**src/rtl/as6501_run_ctrl_if.sv**
```systemverilog
// as6501_run_ctrl_if: control/status bundle between the AXI register block and the AS6501 run controller
interface as6501_run_ctrl_if;
  logic        cfg_start_i;
  logic        cfg_stop_i;
  logic        cfg_clear_i;
  logic [15:0] cfg_run_pps_i;
  logic        pps_i;
  logic        tdc_ovf_i;
  logic        fifo_empty_i;
  logic        tdc_rst_o;
  logic        fifo_calib_rst_o;
  logic        enable_o;
  logic        start_gc_o;
  logic        busy_o;
  logic        done_o;
  logic        err_o;
  logic [1:0]  err_code_o;
  logic [2:0]  state_o;
  logic [15:0] pps_count_o;
  modport master (
    output cfg_start_i, cfg_stop_i, cfg_clear_i, cfg_run_pps_i, pps_i, tdc_ovf_i, fifo_empty_i,
    input  tdc_rst_o, fifo_calib_rst_o, enable_o, start_gc_o, busy_o, done_o, err_o,
           err_code_o, state_o, pps_count_o
  );
  modport slave (
    input  cfg_start_i, cfg_stop_i, cfg_clear_i, cfg_run_pps_i, pps_i, tdc_ovf_i, fifo_empty_i,
    output tdc_rst_o, fifo_calib_rst_o, enable_o, start_gc_o, busy_o, done_o, err_o,
           err_code_o, state_o, pps_count_o
  );
endinterface

```
**src/rtl/as6501_run_ctrl.sv**
```systemverilog
// as6501_run_ctrl: sequences one AS6501 acquisition run (reset, settle, PPS align, run, drain).
// AS6501_CTRL_PPS_ALIGN_EN enables the WAIT_PPS alignment state; undefined goes SETTLE -> RUN.
module as6501_run_ctrl #(
  parameter int unsigned RST_CYCLES    = 16,
  parameter int unsigned SETTLE_CYCLES = 256,
  parameter int unsigned PPS_TIMEOUT   = 250_000_000,
  parameter int unsigned DRAIN_CYCLES  = 1024
) (
  input logic               lclk_i,
  input logic               arstn,
  as6501_run_ctrl_if.slave  bus
);
  typedef enum logic [2:0] {IDLE, RST, SETTLE, WAIT_PPS, RUN, DRAIN, DONE, ERROR} state_t;
`ifdef AS6501_CTRL_PPS_ALIGN_EN
  localparam state_t POST_SETTLE = WAIT_PPS;
`else
  localparam state_t POST_SETTLE = RUN;
`endif
  state_t      state, nstate;
  logic [31:0] tmr, ntmr;
  logic [15:0] cnt, ncnt, run_pps, nrun_pps, inc;
  logic [1:0]  code, ncode, sync;
  logic        dly, rise, tz, stop, ovf;
  assign tz   = tmr == '0;
  assign inc  = cnt == 16'hffff ? cnt : cnt + 16'd1;
  assign stop = bus.cfg_stop_i;
  assign ovf  = bus.tdc_ovf_i;
  assign bus.state_o     = state;
  assign bus.err_code_o  = code;
  assign bus.pps_count_o = cnt;
  always_comb begin
    nstate   = state;
    ncnt     = cnt;
    ncode    = code;
    nrun_pps = run_pps;
    case (state)
      IDLE:     if (bus.cfg_start_i) begin
                  nstate   = RST;
                  ncnt     = '0;
                  ncode    = '0;
                  nrun_pps = bus.cfg_run_pps_i;
                end
      RST:      nstate = stop ? DRAIN : tz ? SETTLE : RST;
      SETTLE:   nstate = stop ? DRAIN : tz ? POST_SETTLE : SETTLE;
      WAIT_PPS: if (ovf) begin
                  nstate = ERROR;
                  ncode  = 2'b10;
                end else if (stop) nstate = DRAIN;
                else if (rise) nstate = RUN;
                else if (tz) begin
                  nstate = ERROR;
                  ncode  = 2'b01;
                end
      RUN:      begin
                  if (rise) ncnt = inc;
                  if (ovf) begin
                    nstate = ERROR;
                    ncode  = 2'b10;
                  end else if (stop || (rise && run_pps != '0 && inc == run_pps)) nstate = DRAIN;
                end
      DRAIN:    if (bus.fifo_empty_i) nstate = DONE;
                else if (tz) begin
                  nstate = ERROR;
                  ncode  = 2'b11;
                end
      DONE:     nstate = IDLE;
      ERROR:    if (bus.cfg_clear_i) nstate = IDLE;
    endcase
  end
  // timer reloads on every state entry and counts down (holding at 0) while the state persists
  assign ntmr = nstate == state    ? (tz ? tmr : tmr - 32'd1)
              : nstate == RST      ? 32'(RST_CYCLES - 1)
              : nstate == SETTLE   ? 32'(SETTLE_CYCLES - 1)
              : nstate == WAIT_PPS ? 32'(PPS_TIMEOUT - 1)
              : nstate == DRAIN    ? 32'(DRAIN_CYCLES - 1) : '0;
  always_ff @(posedge lclk_i or negedge arstn) begin
    if (!arstn) begin
      state                <= IDLE;
      tmr                  <= '0;
      cnt                  <= '0;
      code                 <= '0;
      run_pps              <= '0;
      sync                 <= '0;
      dly                  <= 1'b0;
      rise                 <= 1'b0;
      bus.tdc_rst_o        <= 1'b0;
      bus.fifo_calib_rst_o <= 1'b0;
      bus.enable_o         <= 1'b0;
      bus.start_gc_o       <= 1'b0;
      bus.busy_o           <= 1'b0;
      bus.done_o           <= 1'b0;
      bus.err_o            <= 1'b0;
    end else begin
      state                <= nstate;
      tmr                  <= ntmr;
      cnt                  <= ncnt;
      code                 <= ncode;
      run_pps              <= nrun_pps;
      sync                 <= {sync[0], bus.pps_i};
      dly                  <= sync[1];
      rise                 <= sync[1] & ~dly;
      bus.tdc_rst_o        <= nstate == RST;
      bus.fifo_calib_rst_o <= nstate == RST;
      bus.enable_o         <= nstate inside {SETTLE, WAIT_PPS, RUN};
      bus.start_gc_o       <= nstate == RUN;
      bus.busy_o           <= !(nstate inside {IDLE, ERROR});
      bus.done_o           <= nstate == DONE;
      bus.err_o            <= nstate == ERROR;
    end
  end
endmodule

```
**src/flat_wrapper.sv**
```systemverilog
// flat-port wrapper written by rule: the top's interface ports become plain ports
module as6501_run_ctrl_flat 
#(
  parameter int unsigned RST_CYCLES    = 16,
  parameter int unsigned SETTLE_CYCLES = 256,
  parameter int unsigned PPS_TIMEOUT   = 250_000_000,
  parameter int unsigned DRAIN_CYCLES  = 1024
)
  (lclk_i, arstn, bus_cfg_start_i, bus_cfg_stop_i, bus_cfg_clear_i, bus_cfg_run_pps_i, bus_pps_i, bus_tdc_ovf_i, bus_fifo_empty_i, bus_tdc_rst_o, bus_fifo_calib_rst_o, bus_enable_o, bus_start_gc_o, bus_busy_o, bus_done_o, bus_err_o, bus_err_code_o, bus_state_o, bus_pps_count_o);
  as6501_run_ctrl_if bus_i ();
  input logic lclk_i;
  input logic arstn;
  input wire logic [$bits(bus_i.cfg_start_i)-1:0] bus_cfg_start_i;
  input wire logic [$bits(bus_i.cfg_stop_i)-1:0] bus_cfg_stop_i;
  input wire logic [$bits(bus_i.cfg_clear_i)-1:0] bus_cfg_clear_i;
  input wire logic [$bits(bus_i.cfg_run_pps_i)-1:0] bus_cfg_run_pps_i;
  input wire logic [$bits(bus_i.pps_i)-1:0] bus_pps_i;
  input wire logic [$bits(bus_i.tdc_ovf_i)-1:0] bus_tdc_ovf_i;
  input wire logic [$bits(bus_i.fifo_empty_i)-1:0] bus_fifo_empty_i;
  output wire logic [$bits(bus_i.tdc_rst_o)-1:0] bus_tdc_rst_o;
  output wire logic [$bits(bus_i.fifo_calib_rst_o)-1:0] bus_fifo_calib_rst_o;
  output wire logic [$bits(bus_i.enable_o)-1:0] bus_enable_o;
  output wire logic [$bits(bus_i.start_gc_o)-1:0] bus_start_gc_o;
  output wire logic [$bits(bus_i.busy_o)-1:0] bus_busy_o;
  output wire logic [$bits(bus_i.done_o)-1:0] bus_done_o;
  output wire logic [$bits(bus_i.err_o)-1:0] bus_err_o;
  output wire logic [$bits(bus_i.err_code_o)-1:0] bus_err_code_o;
  output wire logic [$bits(bus_i.state_o)-1:0] bus_state_o;
  output wire logic [$bits(bus_i.pps_count_o)-1:0] bus_pps_count_o;
  assign bus_i.cfg_start_i = bus_cfg_start_i;
  assign bus_i.cfg_stop_i = bus_cfg_stop_i;
  assign bus_i.cfg_clear_i = bus_cfg_clear_i;
  assign bus_i.cfg_run_pps_i = bus_cfg_run_pps_i;
  assign bus_i.pps_i = bus_pps_i;
  assign bus_i.tdc_ovf_i = bus_tdc_ovf_i;
  assign bus_i.fifo_empty_i = bus_fifo_empty_i;
  assign bus_tdc_rst_o = bus_i.tdc_rst_o;
  assign bus_fifo_calib_rst_o = bus_i.fifo_calib_rst_o;
  assign bus_enable_o = bus_i.enable_o;
  assign bus_start_gc_o = bus_i.start_gc_o;
  assign bus_busy_o = bus_i.busy_o;
  assign bus_done_o = bus_i.done_o;
  assign bus_err_o = bus_i.err_o;
  assign bus_err_code_o = bus_i.err_code_o;
  assign bus_state_o = bus_i.state_o;
  assign bus_pps_count_o = bus_i.pps_count_o;
  as6501_run_ctrl #(.RST_CYCLES(RST_CYCLES), .SETTLE_CYCLES(SETTLE_CYCLES), .PPS_TIMEOUT(PPS_TIMEOUT), .DRAIN_CYCLES(DRAIN_CYCLES)) u_core (.lclk_i(lclk_i), .arstn(arstn), .bus(bus_i));
endmodule
```
**config.mk**
```make
export PLATFORM = sky130hd
export DESIGN_NAME = as6501_run_ctrl_flat
export DESIGN_NICKNAME = d
export VERILOG_FILES = /design/src/rtl/as6501_run_ctrl_if.sv /design/src/rtl/as6501_run_ctrl.sv /design/src/flat_wrapper.sv
export SDC_FILE = /design/constraint.sdc
export NUM_CORES = 1
export LEC_CHECK = 0
export BUFFER_PORTS_ARGS = -buffer_cell sky130_fd_sc_hd__buf_2
export CAP_MARGIN = 40
export CELL_PAD_IN_SITES_DETAIL_PLACEMENT = 0
export CELL_PAD_IN_SITES_GLOBAL_PLACEMENT = 1
export CORE_MARGIN = 2
export CORE_UTILIZATION = 25
export CTS_CLUSTER_SIZE = 28
export DETAILED_ROUTE_END_ITERATION = 12
export GPL_ROUTABILITY_DRIVEN = 0
export PLACE_DENSITY = 0.47
export SYNTH_ARGS = -nofsm -noshare
export SYNTH_HDL_FRONTEND = slang
export SYNTH_SLANG_ARGS = --single-unit
```
**constraint.sdc**
```tcl
create_clock -name lclk_i -period 9.5 [get_ports lclk_i]
set_clock_uncertainty 0.2 [all_clocks]
set_input_delay 1.9 -clock lclk_i [delete_from_list [all_inputs] [get_ports lclk_i]]
set_output_delay 1.9 -clock lclk_i [all_outputs]
set_load 0.005 [all_outputs]
```
==> metrics.md, run 1 <==
| Metric | Value |
|---|---|
| Clock Sinks | `79` |
| First-pass GRT wire length | `25100 microns` |
| Hold_buf cts | `0` |
| Die H | `around 150 microns` |
| DRC Markers | `0` |
| Status | `finished clean` |
| DR vias/cell | `around 5.2` |
| Worst-path clk slew | `60 ps` |
| Fraction of registers with async set/reset | `1.00` |
| Initial antenna violation count | `0` |
| Crit start category | `register` |
| Synthesized area per cell | `between 8 and 9 sq um` |
| Total GRT Usage | `0.149` |
| Reg-to-reg setup timing slack | `5320 ps` |
| Drt first pass iters | `5` |
| Synth Register Bits | `slightly below 80` |
| # nets final | `roughly 620` |
| CTS Root Cell | `clkbuf_16` |
| Most frequent cells in the layout | `dfrtp_1, nor2_1, buf_2` |
| Number of synthesized flops with an enable pin | `0` |
| RSZ-0062 raised after global routing | `false` |
| Syn-to-layout area delta | `16.1%` |
| Max Fclk | `around 240 MHz` |
| Worst vdd ir | `between 100 and 150 uV` |
| Synth warnings | `0` |
| Vias in the first global route | `roughly 4400` |
| Worst Path Arrival | `around 4200 ps` |
| Worst-Margin Slew | `758 ps` |
| Total congestion overflow | `0` |
| Final core utilization | `0.298` |
| TNS Setup | `0 ps` |
| Period utilization | `0.440` |
| Placement Rows | `51` |
| Remaining antenna violation count after routing | `0` |
| Avg WL per Cell | `about 18 microns` |
| Min Tclk post-route | `roughly 4200 ps` |
| Relative slew slack | `0.490` |
| Area leader, netlist | `dfrtp_1` |
| Final setup fails | `0` |
| Sequential share of the synthesized area | `0.392` |
| Yosys top cell area share | `0.392` |
| CP Class | `reg2reg` |
| Max Cap Viol | `0` |
| PD cells | `~310 nW/um^2` |
| WL final | `15600 microns` |
| Post-synthesis cell area | `about 5000 sq um` |
| Synth Flop Type | `dfrtp_1` |
| Clock latency on the worst-skew pair | `340 ps` |
| Total CTS buffers | `9` |
| Most area-consuming cells after synthesis | `dfrtp_1, xnor2_1, nor2_1` |
| CP Data Required Time | `~9600 ps` |
| Die Wd | `around 150 microns` |
| Die Area | `21300 sq um` |
| Cells after Synth | `between 500 and 600` |
| LEAKAGE | `about 2.4 nW` |
| Port bufs | `51` |
| Initial Utilization | `0.257` |
| Library cells used by synthesis | `64` |
| Critical Path Fanout Max | `32` |
| Core Region | `just under 20000 sq um` |
| CTS max path bufs | `2` |
| Share of cells above drive strength 1 | `0.176` |
| Commonest non-fill, non-tap cell in the layout | `dfrtp_1` |
| Syn Nets | `590` |
| Antenna cell count | `0` |
| Worst Setup End Kind | `register` |
| TritonCTS clock tree | `yes` |
| Hold Fails Final Rpt | `0` |
| Post-DP HPWL | `between 10000 and 15000 microns` |
| Resized Gates After CTS | `0` |
| Post CTS Setup Buffer Count | `0` |
| HP Class | `reg2reg` |
| Vias | `around 4500` |
| Slew Viols, Final | `0` |
| Largest net degree at the start of global routing | `between 50 and 60` |
| Number of top-level pins | `52` |
| H-tree levels | `3` |
| DR iter-0 viols | `between 300 and 400` |
==> metal layers <==
layer | part of all wire | wire length (microns) | GRT usage
met5 | 0 | 0 | 0
met4 | 0.018 | 276 | 0.0544
met3 | 0.035 | 550 | 0.0247
met2 | 0.44 | 6910 | 0.222
met1 | 0.50 | 7850 | 0.217
==> sequential cells by signal (all words and copies together) (netlist names) <==
| signal | count |
|---|---|
| u_core.bus.state_o | 3 |
| u_core.dly | 1 |
| u_core.run_pps | 16 |
| u_core.bus.err_code_o | 2 |
| u_core.tmr | 32 |
| u_core.bus.pps_count_o | 16 |
| u_core.bus.done_o | 1 |
| u_core.bus.busy_o | 1 |
| u_core.bus.tdc_rst_o | 1 |
| u_core.rise | 1 |
| u_core.bus.enable_o | 1 |
| u_core.sync | 2 |
| u_core.bus.start_gc_o | 1 |
| u_core.bus.err_o | 1 |
==> kinds of logic after synthesis <==
group / count (synthesis) / synth area share
AND/OR/NAND/NOR: 257 / 0.279
AO/OA/AOI/OAI: 118 / 0.164
flip-flops: 79 / 0.392
XOR/XNOR: 43 / 0.0747
buffers and inverters: 41 / 0.0350
multiplexers: 22 / 0.0476
adder cells (fa/ha/maj): 3 / 0.00744
==> cells in the mapped netlist (9+ instances only) <==
cell type / number
nor2_1: 54
nand3_1: 16
buf_2: 9
nor3_1: 27
o21ai_0: 28
dfrtp_1: 79
a21oi_1: 19
nand2_1: 42
nand4_1: 18
xnor2_1: 29
mux2_2: 16
clkbuf_1: 22
and3_1: 12
nand2b_1: 13
nor4_1: 22
o31ai_1: 10
xor2_1: 14
==> through the flow <==
stage          instances  power (W)  setup slack [ps]  area (sq um)  hold WS, ps
2_1_floorplan        563    0.00119              5700          5040          131
3_3_place_gp         851    0.00145              5280          5530          151
3_5_place_dp         851    0.00145              5350          5530          140
4_1_cts              866    0.00184              5300          5850          177
5_1_grt              866    0.00197              4990          5850          178
6_report             866    0.00182              5320          5850          180
==> power breakdown <==
part	switching [W]	total (W)	internal (W)
Sequential	0.000167	0.000606	0.000439
Clock	0.000145	0.000382	0.000236
Combinational	0.000478	0.000828	0.000350
Total	0.000790	0.00182	0.00103
==> worst max-delay path, stage by stage, from the launching register on <==
cell and delay (ps):
dfrtp_1 490, ha_1 280, and3_1 360, nand4_1 620, a2111oi_0 750, nand4_1 220
or3_1 460, o21ai_2 90, buf_4 370, mux2i_1 240
==> final cells by class <==
cell class                      instances  area [sq um]
Inverter                                7          26.3
Timing Repair Buffer                   57           303
Tap cell                              265           332
Clock buffer                           10           239
Clock inverter                          5          81.3
Fill cell                            2134         13800
Sequential cell                        79          1980
Multi-Input combinational cell        443          2900
==> final timing paths <==
| check | startpoint | depth (start not counted) | endpoint |
|---|---|---|---|
| max in group asynchronous | arstn | 2 | u_core.bus.pps_count_o[14] |
| min in group asynchronous | arstn | 1 | u_core.tmr[20] |
| min reg2reg | u_core.sync[0] | 0 | u_core.sync[1] |
| min | u_core.sync[0] | 0 | u_core.sync[1] |
| max | u_core.bus.pps_count_o[0] | 9 | u_core.tmr[1] |
| max reg2reg | u_core.bus.pps_count_o[0] | 9 | u_core.tmr[1] |
(Power assumes the default switching activity.)
==> run 2: changes to the inputs <==
--- a/config.mk
+++ b/config.mk
@@ -5,6 +5,7 @@
 export SDC_FILE = /design/constraint.sdc
 export NUM_CORES = 1
 export LEC_CHECK = 0
+export ABC_AREA = 1
 export BUFFER_PORTS_ARGS = -buffer_cell sky130_fd_sc_hd__buf_2
 export CAP_MARGIN = 40
 export CELL_PAD_IN_SITES_DETAIL_PLACEMENT = 0
@@ -14,7 +15,7 @@
 export CTS_CLUSTER_SIZE = 28
 export DETAILED_ROUTE_END_ITERATION = 12
 export GPL_ROUTABILITY_DRIVEN = 0
-export PLACE_DENSITY = 0.47
+export PLACE_DENSITY = 0.51
 export SYNTH_ARGS = -nofsm -noshare
 export SYNTH_HDL_FRONTEND = slang
 export SYNTH_SLANG_ARGS = --single-unit
==> constraint.sdc (replaced) <==
create_clock -name lclk_i -period 3.6 [get_ports lclk_i]
set_clock_uncertainty 0.2 [all_clocks]
set_input_delay 0.72 -clock lclk_i [delete_from_list [all_inputs] [get_ports lclk_i]]
set_output_delay 0.72 -clock lclk_i [all_outputs]
set_load 0.005 [all_outputs]
==> run 2 against run 1 <==
Effect of this change: synthesized area decreased by 1.5%; die area decreased by 1.4%; design area fell by 0.77%; maximum frequency increased by 31%; sequential cell count is the same; first-iteration DRC count shrank 44%; core utilization grew 0.061 points; sequential power up 140%; final cell count is 14% higher; hold slack worse by 31 ps; clock-buffer cell count increased by 1.
==> metrics.md, run 2 <==
| Metric | Value |
|---|---|
| First-pass GRT wire length | `around 25000 microns` |
| Clock latency on the worst-skew pair | `approximately 350 ps` |
| Pre-CTS WS | `between 200 and 250 ps` |
| Die H | `between 100 and 150 microns` |
| Status | `finished clean` |
| Syn Nets | `693` |
| Library cells used by synthesis | `45` |
| DR iter-0 viols | `approximately 210` |
| Hold_buf cts | `0` |
| Total congestion overflow | `0` |
| Max reg flops | `32` |
| Crit start category | `register` |
| Synth Register Bits | `79` |
| Fraction of registers with async set/reset | `1.00` |
| Critical Path Fanout Max | `19` |
| Cells after Synth | `about 670` |
| Worst-Margin Slew | `758 ps` |
| Synth warnings | `0` |
| Largest net degree at the start of global routing | `50` |
| CP Class | `reg2reg` |
| Avg WL per Cell | `approximately 15 microns` |
| Worst vdd ir | `between 400 and 500 uV` |
| Reg-to-reg setup timing slack | `around 400 ps` |
| Share of cells above drive strength 1 | `0.183` |
| Min Tclk post-route | `roughly 3200 ps` |
| Commonest non-fill, non-tap cell in the layout | `nand2_1` |
| Synth Flop Type | `dfrtp_1` |
| Final setup fails | `0` |
| LEAKAGE | `2.95 nW` |
| Syn-to-layout area delta | `16.9%` |
| Total GRT Usage | `0.145` |
| Max Cap Viol | `0` |
| Most area-consuming cells after synthesis | `dfrtp_1, nand2_1, nand3_1` |
| Final core utilization | `0.298` |
| CP Data Required Time | `~3600 ps` |
| Core Region | `between 15000 and 20000 sq um` |
| # nets final | `about 750` |
| Sequential share of the synthesized area | `0.398` |
| Most frequent cells in the layout | `nand2_1, nor2_1, inv_1` |
| Placement Rows | `51` |
| H-tree levels | `3` |
| CTS Root Cell | `clkbuf_16` |
| Most instantiated cells after synthesis | `nand2_1, nor2_1, inv_1` |
| DRC Markers | `0` |
| PD cells | `around 800 nW/um^2` |
| Max Fclk | `roughly 310 MHz` |
| Antenna cell count | `0` |
| Clock Sinks | `79` |
| Remaining antenna violation count after routing | `0` |
| Slew Viols, Final | `0` |
| Total CTS buffers | `9` |
| DR vias/cell | `4.60` |
| CTS max path bufs | `2` |
| PnR worst setup slack | `about 400 ps` |
| R2R depth | `19` |
| Port bufs | `51` |
| Cells on Worst Hold Path | `0` |
| HP Class | `reg2reg` |
| Relative slew slack | `0.495` |
| Initial antenna violation count | `0` |
| Drt first pass iters | `4` |
| Worst Setup End Kind | `register` |
| Area leader, netlist | `dfrtp_1` |
| Worst-path clk slew | `around 60 ps` |
| Initial Utilization | `0.255` |
| WL final | `14800 microns` |
| Largest Register | `u_core.tmr` |
| TritonCTS clock tree | `yes` |
| Synthesized area per cell | `around 7.5 sq um` |
| Number of top-level pins | `between 50 and 60` |
| Vias in the first global route | `roughly 4600` |
| Die Area | `approximately 21000 sq um` |
| Post-DP HPWL | `roughly 11000 microns` |
| TNS Setup | `0 ps` |
| Yosys top cell area share | `0.398` |
| Most common cell in the synthesized netlist | `nand2_1` |
| Hold Fails Final Rpt | `0` |
| Number of synthesized flops with an enable pin | `0` |
| Worst Path Arrival | `between 3000 and 4000 ps` |
| Vias | `around 4600` |
| Filler cells | `between 2000 and 2500` |
| Die Wd | `~140 microns` |
| RSZ-0062 raised after global routing | `false` |
| Post-synthesis cell area | `between 4000 and 5000 sq um` |
| Period utilization | `0.886` |
run 2: changes by cell type after synthesis, moves of 11 or more:
cell,before,now
nand2_1,42,131
inv_1,7,84
nand3_1,16,73
nor2_1,54,91
xnor2_1,29,7
nor4_1,22,4
mux2_2,16,0
clkbuf_1,22,8
nor3_1,27,13
nand2b_1,13,0
and3_1,12,1
nand3_2,0,11
run 2: routing by layer:
metal / part of all wire / wire, microns / global-route usage
met5: 0 / 0 / 0
met4: 0.012 / 182 / 0.0416
met3: 0.036 / 530 / 0.0214
met2: 0.44 / 6530 / 0.224
met1: 0.51 / 7580 / 0.211
run 2: per-stage QoR:
step,cell area (sq um),hold WS (ps),power [W],std cells
2_1_floorplan,4970,131,0.00313,666
3_3_place_gp,5540,133,0.00382,976
3_5_place_dp,5540,138,0.00381,976
4_1_cts,5790,152,0.00468,989
5_1_grt,5810,160,0.00513,991
6_report,5810,149,0.00465,991
run 2: report_power, final:
part	switching, W	internal (W)
registers	0.000289	0.00118
logic	0.00154	0.000799
clock network	0.000369	0.000473
total	0.00220	0.00245
run 2: cells by family (layout without fill, tap and decap cells):
logic type / count (synthesis) / count (layout) / share of synthesized area
adders and majority gates: 3 / 3 / 0.00755
and+or+nand+nor: 381 / 381 / 0.375
AOI/OAI and AO/OA: 66 / 66 / 0.0786
DFF: 79 / 79 / 0.398
buffers and inverters: 106 / 166 / 0.0866
xor gates and xnor gates: 31 / 31 / 0.0546
run 2: final cells by class:
class | count | area (sq um) | share of cell area
timing repair buffer | 60 | 325 | 0.0560
sequential | 79 | 1980 | 0.340
clock inverter | 2 | 10.0 | 0.00172
inverter | 93 | 354 | 0.0610
tap | 265 | 332 | 0.0571
clock buffer | 11 | 243 | 0.0418
multi-input combinational | 481 | 2570 | 0.442
run 2: path summary, 6_finish.rpt:
check / start / end
setup / recovery: u_core.bus.pps_count_o[1] / u_core.tmr[0]
hold / removal: u_core.sync[0] / u_core.sync[1]
setup reg to reg: u_core.bus.pps_count_o[1] / u_core.tmr[0]
hold reg to reg: u_core.sync[0] / u_core.sync[1]
max in group asynchronous: arstn / u_core.tmr[10]
min in group asynchronous: arstn / u_core.sync[1]
run 2: critical path: stages (launching register included):
cell	delay [ps]
dfrtp_1	420
ha_2	260
inv_1	90
nor2_4	110
nand2_2	120
nor2_4	150
inv_2	160
nand2_1	120
inv_1	50
nand2_1	50
nand3_1	100
nor2_2	180
nand3_1	90
o21bai_1	140
nand2_1	110
nand2_2	130
nand3_4	140
nand2_8	170
buf_4	170
o21ai_0	80
run 2: repair_timing:
action                     CTS  global route
gates resized for setup      0             2
setup endpoints to repair    0            21
buffers inserted             0             2
hold endpoints to repair     0             0
